--- config.mk ---
export PLATFORM = sky130hd
export DESIGN_NAME = conv_window_gen
export DESIGN_NICKNAME = d
export VERILOG_FILES = /design/src/rtl/cnn_pkg.sv /design/src/rtl/line_buffer_ram.sv /design/src/rtl/conv_window_gen.sv
export SDC_FILE = /design/constraint.sdc
export NUM_CORES = 1
export LEC_CHECK = 0
export ABC_CLOCK_PERIOD_IN_PS = 2600
export CAP_MARGIN = 20
export CORE_MARGIN = 1
export CORE_UTILIZATION = 25
export DETAILED_ROUTE_END_ITERATION = 12
export PLACE_DENSITY = 0.43
export SLEW_MARGIN = 20
export SYNTH_ARGS = -nofsm -noshare
export SYNTH_HDL_FRONTEND = slang
export SYNTH_HIERARCHICAL = 1
export SYNTH_SLANG_ARGS = --single-unit
--- constraint.sdc ---
create_clock -name clk -period 2.6 [get_ports clk]
set_input_delay 0.52 -clock clk [delete_from_list [all_inputs] [get_ports clk]]
set_output_delay 0.52 -clock clk [all_outputs]
set_load 0.005 [all_outputs]
--- src/rtl/cnn_pkg.sv ---
// Shared CNN front-end constants plus the output-size and window-packing helpers used by the window generator and the MAC core.
package cnn_pkg;

  localparam int unsigned I_BW_DEF = 8;
  localparam int unsigned CI_DEF   = 1;
  localparam int unsigned IX_DEF   = 28;
  localparam int unsigned IY_DEF   = 28;
  localparam int unsigned KX_DEF   = 5;
  localparam int unsigned KY_DEF   = 5;

  // Number of window positions along one axis.
  function automatic int unsigned out_dim(input int unsigned in_dim, input int unsigned k,
                                          input int unsigned stride);
    return (in_dim - k) / stride + 1;
  endfunction

  // Bit offset of element (ky,kx,c) inside a packed window.
  function automatic int unsigned win_offset(input int unsigned ky, input int unsigned kx,
                                             input int unsigned c, input int unsigned kx_n,
                                             input int unsigned ci, input int unsigned bw);
    return ((ky * kx_n + kx) * ci + c) * bw;
  endfunction

endpackage

--- src/rtl/line_buffer_ram.sv ---
// One image row of storage: synchronous write, asynchronous read at the same column address.
module line_buffer_ram
  import cnn_pkg::*;
#(
  parameter int unsigned DEPTH = IX_DEF,
  parameter int unsigned W     = CI_DEF * I_BW_DEF,
  localparam int unsigned AW   = (DEPTH > 1) ? $clog2(DEPTH) : 1
) (
  input  logic          clk,
  input  logic          we_i,
  input  logic [AW-1:0] addr_i,
  input  logic [W-1:0]  wdata_i,
  output logic [W-1:0]  rdata_c_o
);

  logic [W-1:0] mem_q [DEPTH];

  always_ff @(posedge clk) begin
    if (we_i) mem_q[addr_i] <= wdata_i;
  end

  assign rdata_c_o = mem_q[addr_i];

endmodule

--- src/rtl/conv_window_gen.sv ---
// Streaming KX x KY sliding-window generator with valid/ready handshake, output-map coordinates and end-of-frame flag.
module conv_window_gen
  import cnn_pkg::*;
#(
  parameter int unsigned I_BW   = I_BW_DEF,
  parameter int unsigned CI     = CI_DEF,
  parameter int unsigned IX     = IX_DEF,
  parameter int unsigned IY     = IY_DEF,
  parameter int unsigned KX     = KX_DEF,
  parameter int unsigned KY     = KY_DEF,
  parameter int unsigned STRIDE = 1,
  localparam int unsigned OUT_W = out_dim(IX, KX, STRIDE),
  localparam int unsigned OUT_H = out_dim(IY, KY, STRIDE),
  localparam int unsigned XW    = (OUT_W > 1) ? $clog2(OUT_W) : 1,
  localparam int unsigned YW    = (OUT_H > 1) ? $clog2(OUT_H) : 1
) (
  input  logic                      clk,
  input  logic                      reset_n,
  input  logic                      i_clear,
  input  logic                      i_valid,
  output logic                      i_ready,
  input  logic [CI*I_BW-1:0]        i_pixel,
  output logic                      o_valid,
  input  logic                      o_ready,
  output logic [KY*KX*CI*I_BW-1:0]  o_window,
  output logic [XW-1:0]             o_x,
  output logic [YW-1:0]             o_y,
  output logic                      o_last
);

  localparam int unsigned PW = CI * I_BW;
  localparam int unsigned WW = KY * KX * PW;
  localparam int unsigned CW = (IX > 1) ? $clog2(IX) : 1;
  localparam int unsigned RW = (IY > 1) ? $clog2(IY) : 1;

  logic [CW-1:0] col_q, col_d, col_rel_c;
  logic [RW-1:0] row_q, row_d, row_rel_c;
  logic          valid_q, valid_d;
  logic [XW-1:0] x_q, x_d, win_x_c;
  logic [YW-1:0] y_q, y_d, win_y_c;
  logic          last_q, last_d;
  logic          accept_c, emit_c;
  logic [PW-1:0] col_in [KY];
  logic [PW-1:0] win_q [KY][KX];
  logic [PW-1:0] win_d [KY][KX];
  logic [WW-1:0] win_flat_c;

  assign i_ready  = !valid_q || o_ready;
  assign accept_c = i_valid && i_ready && !i_clear;

  // New right-hand column: KY-1 older rows from the line buffers, current pixel at the bottom.
  assign col_in[KY-1] = i_pixel;

  for (genvar k = 0; k < KY - 1; k++) begin : g_lb
    line_buffer_ram #(
      .DEPTH (IX),
      .W     (PW)
    ) u_lb (
      .clk       (clk),
      .we_i      (accept_c),
      .addr_i    (col_q),
      .wdata_i   (col_in[k+1]),
      .rdata_c_o (col_in[k])
    );
  end

  always_comb begin
    for (int unsigned ky = 0; ky < KY; ky++) begin
      for (int unsigned kx = 0; kx < KX; kx++) begin
        win_d[ky][kx] = win_q[ky][kx];
      end
    end
    if (accept_c) begin
      for (int unsigned ky = 0; ky < KY; ky++) begin
        for (int unsigned kx = 0; kx + 1 < KX; kx++) begin
          win_d[ky][kx] = win_q[ky][kx+1];
        end
        win_d[ky][KX-1] = col_in[ky];
      end
    end
  end

  always_ff @(posedge clk or negedge reset_n) begin
    if (!reset_n) begin
      for (int unsigned ky = 0; ky < KY; ky++) begin
        for (int unsigned kx = 0; kx < KX; kx++) begin
          win_q[ky][kx] <= '0;
        end
      end
    end else begin
      win_q <= win_d;
    end
  end

  always_comb begin
    win_flat_c = '0;
    for (int unsigned ky = 0; ky < KY; ky++) begin
      for (int unsigned kx = 0; kx < KX; kx++) begin
        win_flat_c[win_offset(ky, kx, 0, KX, CI, I_BW) +: PW] = win_q[ky][kx];
      end
    end
  end

  // Window placement test for the pixel being accepted this cycle.
  always_comb begin
    col_rel_c = col_q - CW'(KX - 1);
    row_rel_c = row_q - RW'(KY - 1);
    win_x_c   = XW'(col_rel_c / CW'(STRIDE));
    win_y_c   = YW'(row_rel_c / RW'(STRIDE));
    emit_c    = accept_c
             && (col_q >= CW'(KX - 1)) && (row_q >= RW'(KY - 1))
             && ((col_rel_c % CW'(STRIDE)) == '0)
             && ((row_rel_c % RW'(STRIDE)) == '0);
  end

  always_comb begin
    col_d = col_q;
    row_d = row_q;
    if (i_clear) begin
      col_d = '0;
      row_d = '0;
    end else if (accept_c) begin
      if (col_q == CW'(IX - 1)) begin
        col_d = '0;
        row_d = (row_q == RW'(IY - 1)) ? '0 : row_q + RW'(1);
      end else begin
        col_d = col_q + CW'(1);
      end
    end
  end

  always_comb begin
    valid_d = valid_q;
    x_d     = x_q;
    y_d     = y_q;
    last_d  = last_q;
    if (i_clear) begin
      valid_d = 1'b0;
      last_d  = 1'b0;
    end else if (emit_c) begin
      valid_d = 1'b1;
      x_d     = win_x_c;
      y_d     = win_y_c;
      last_d  = (win_x_c == XW'(OUT_W - 1)) && (win_y_c == YW'(OUT_H - 1));
    end else if (o_ready) begin
      valid_d = 1'b0;
    end
  end

  always_ff @(posedge clk or negedge reset_n) begin
    if (!reset_n) begin
      col_q   <= '0;
      row_q   <= '0;
      valid_q <= 1'b0;
      x_q     <= '0;
      y_q     <= '0;
      last_q  <= 1'b0;
    end else begin
      col_q   <= col_d;
      row_q   <= row_d;
      valid_q <= valid_d;
      x_q     <= x_d;
      y_q     <= y_d;
      last_q  <= last_d;
    end
  end

  // The window register only moves on accept, which cannot happen while a window is stalled.
  assign o_window = win_flat_c;
  assign o_valid  = valid_q;
  assign o_x      = x_q;
  assign o_y      = y_q;
  assign o_last   = last_q;

endmodule

==> results.cfg <==
[layout]
stdcell_area_mm2 = 0.0563
nets = 2967
syn2layout_area_growth_pct = 28.2
layout-drive-gt1-share = 0.319

[yosys]
synth_top_family_by_area = multiplexers
synth_area_mm2 = 0.0439
synth_seq_cells = 1118
synth.most_common_cell = edfxtp_1
yosysSeqAreaShare = 0.739
synth_top_area_frac = 0.613
synth_ff_type = edfxtp_1
ys_warn_count = 6
syn_avg_cell_area_um2 = 18.7
syn-num-nets = 2374
synth-edff-count = 896
synth_simple_gate_area_frac = 0.0458
synthTopCellsByArea = edfxtp_1, dfrtp_1, mux4_2, mux2_2, mux2i_1
netlist_top_cells_count = edfxtp_1, dfrtp_1, mux2_2, mux2i_1, mux4_2
synth_compound_area_frac = 0.0237
synth_fa_ha_area_frac = 0.00342
synth_top_cell_by_area = edfxtp_1
synth.distinct_cells = 50
synth_mux_area_frac = 0.165
async_flop_share = 0.199
syn_inst = 2349
synthXorXnorAreaFrac = 0.000997

[route]
post_drt_wl_per_cell_um = 21.3
num_vias = 23500
drtIter0Drc = 1590
antenna_left = 0
routed_wirelength_mm = 114
drtPass1Iterations = 5
drc = 0
vias_per_cell = 4.37

[worst_setup_path]
worst-endpoint-arrival_ns = 3.08
ff2ff_setup_slack_ns = 0.01
path_max_fanout = 8
r2r-start = col_q[0]$_DFFE_PN0P_
cpPeakStageDelay_ns = 0.55
crit_path_end_kind = flop
startpoint = col_q[0]$_DFFE_PN0P_
cp.required_ns = 3.09
worstPathCellList = buf_12, clkbuf_16, mux4_2, a22oi_2, buf_4, nand4_1, buf_6, clkbuf_16
crit_top_cell = clkbuf_16
start_kind = flop
ff2ff_path_depth = 8
cp_slowest_cell = mux4_2
criticalPathCategory = reg2reg

[outcome]
outcome = finished clean

[clock_network]
htree_levels = 3
cts.sinks = 1118
root_buffer = clkbuf_16
path_clk_slew_ns = 0.06
clk_latency_ns = 0.76
numCtsBuffers = 121
cts_tree = yes
clk_path_buf_depth = 3

[sta]
worst_slack_ns = 0.0125
slew_headroom = 0.444
finClkSkew_ns = 0.0703
layout_worst_path_cycle_share = 0.995
fin_crit_ns = 2.59
tightest_slew_ns = 0.832
rsz0062_at_grt = true
setup_viol = 0
hold_violations = 0
fin_tns_setup_ns = 0
fmax_mhz = 386
slew_violations = 0

[worst_hold_path]
hold_path_class = in2async

[placement]
dp_slack_ns = -0.361
placed_area_mm2 = 0.0514
portBuffers = 225
place_congestion = 0.785
dp_hpwl_mm = 75.1

[floorplanning]
io_pins = 226
rows = 153
die_height_um = 421
dieArea_mm2 = 0.177
start_util = 0.252
core-area_mm2 = 0.174
die_w_um = 421

[global_routing]
grt_antenna_before_repair = 1
grt_max_degree = 100
grt_pass1_vias = 25000
grt_use_total = 0.126
grt_pass1_wl_mm = 169
grt_overflow_total = 0

[power_and_ir_drop]
pwr_density_cell_mw_per_mm2 = 820
power_w = 0.0462
peakVddDrop_mv = 0.557
p_leak_nw = 18.9

[run]
drv_cap = 0
[registers in the layout, summed over array words and instances (netlist names)]
| name | flops |
|---|---|
| o_window | 200 |
| o_last | 1 |
| o_y | 5 |
| g_lb.u_lb/mem_q | 896 |
| col_q | 5 |
| row_q | 5 |
| o_x | 5 |
| o_valid | 1 |
[placed cells by master (no fill, tap or decap), types with 16 or more instances in the layout]
cell type and n:
edfxtp_1 896, buf_4 281, clkdlybuf4s50_1 223, dfrtp_1 217, mux2_2 201, mux2i_1 177, mux4_2 136, clkbuf_16 130
nor2_1 91, nand2_1 90, nand4_1 49, buf_12 49, nor3_1 44, a22oi_1 34, clkinv_2 31, o21ai_1 30
clkbuf_1 23, buf_6 22, a221oi_1 21, inv_1 19, nor2b_1 19, clkinv_1 18, nand3b_1 16
[timing repair]
item	in CTS	in global routing
hold endpoints to repair	52	0
setup buffers	17	16
endpoints found under the setup margin	248	361
pin swaps	7	6
resized for setup	44	41
hold buffers	1	0
gates cloned	3	10
[worst paths after layout]
check	to
max	g_lb[0].u_lb/mem_q[13][5]$_DFFE_PP_
min	o_window[28]$_DFFE_PN0P_
max reg2reg	g_lb[0].u_lb/mem_q[13][5]$_DFFE_PP_
min reg2reg	o_window[44]$_DFFE_PN0P_
max in group asynchronous	row_q[1]$_DFFE_PN0P_
min in group clk	o_window[44]$_DFFE_PN0P_
[metrics by stage]
step / util / hold WS, ns / cells
5_1_grt: 0.323 / 0.289 / 5371
4_1_cts: 0.320 / 0.241 / 5345
3_5_place_dp: 0.295 / 0.475 / 5097
3_3_place_gp: 0.295 / 0.471 / 5097
6_report: 0.323 / 0.275 / 5372
2_1_floorplan: - / 0.224 / 2349
[area by class of cell]
class	count	area, µm²
fillers	16900	118000
diodes	1	2.50
clock inverters	75	742
repair buffers	598	6110
flip-flops and latches	1118	32500
multi-input cells	1083	10700
inverters	20	75.1
clock buffers	152	3220
well taps	2325	2910
[worst max-delay path: cells and delay by family, from the launching register on]
family / cells / cell delay, ns
DFF: 1 / 0.49
and+or+nand+nor: 1 / 0.17
buffers and inverters: 5 / 0.90
muxes: 1 / 0.55
AOI/OAI and AO/OA: 1 / 0.19
[kinds of logic (layout without fill, tap and decap cells)]
| logic type | Yosys count | after routing |
|---|---|---|
| xor+xnor | 5 | 5 |
| compound gates | 151 | 151 |
| simple gates | 387 | 387 |
| fa+ha+maj | 12 | 12 |
| other cells | 0 | 1 |
| flops | 1118 | 1118 |
| buf+inv | 148 | 845 |
| mux | 528 | 528 |
[routing by layer]
layer | global-route usage | wire, µm | vias to the layer above | share of wire
met5 | 0 | 0 | - | 0
li1 | - | - | 10500 | -
met4 | 0.0379 | 3350 | 0 | 0.029
met3 | 0.0197 | 3740 | 170 | 0.033
met1 | 0.157 | 48000 | 12400 | 0.42
met2 | 0.223 | 59200 | 415 | 0.52
[power breakdown]
| part | leakage, nW | switching (W) | internal [W] | total (W) |
|---|---|---|---|---|
| clock | 1.94 | 0.00717 | 0.00978 | 0.0170 |
| combinational | 6.24 | 0.00298 | 0.00427 | 0.00725 |
| sequential | 10.7 | 0.000982 | 0.0210 | 0.0220 |
Note: power is estimated with default switching activity, not from simulation.
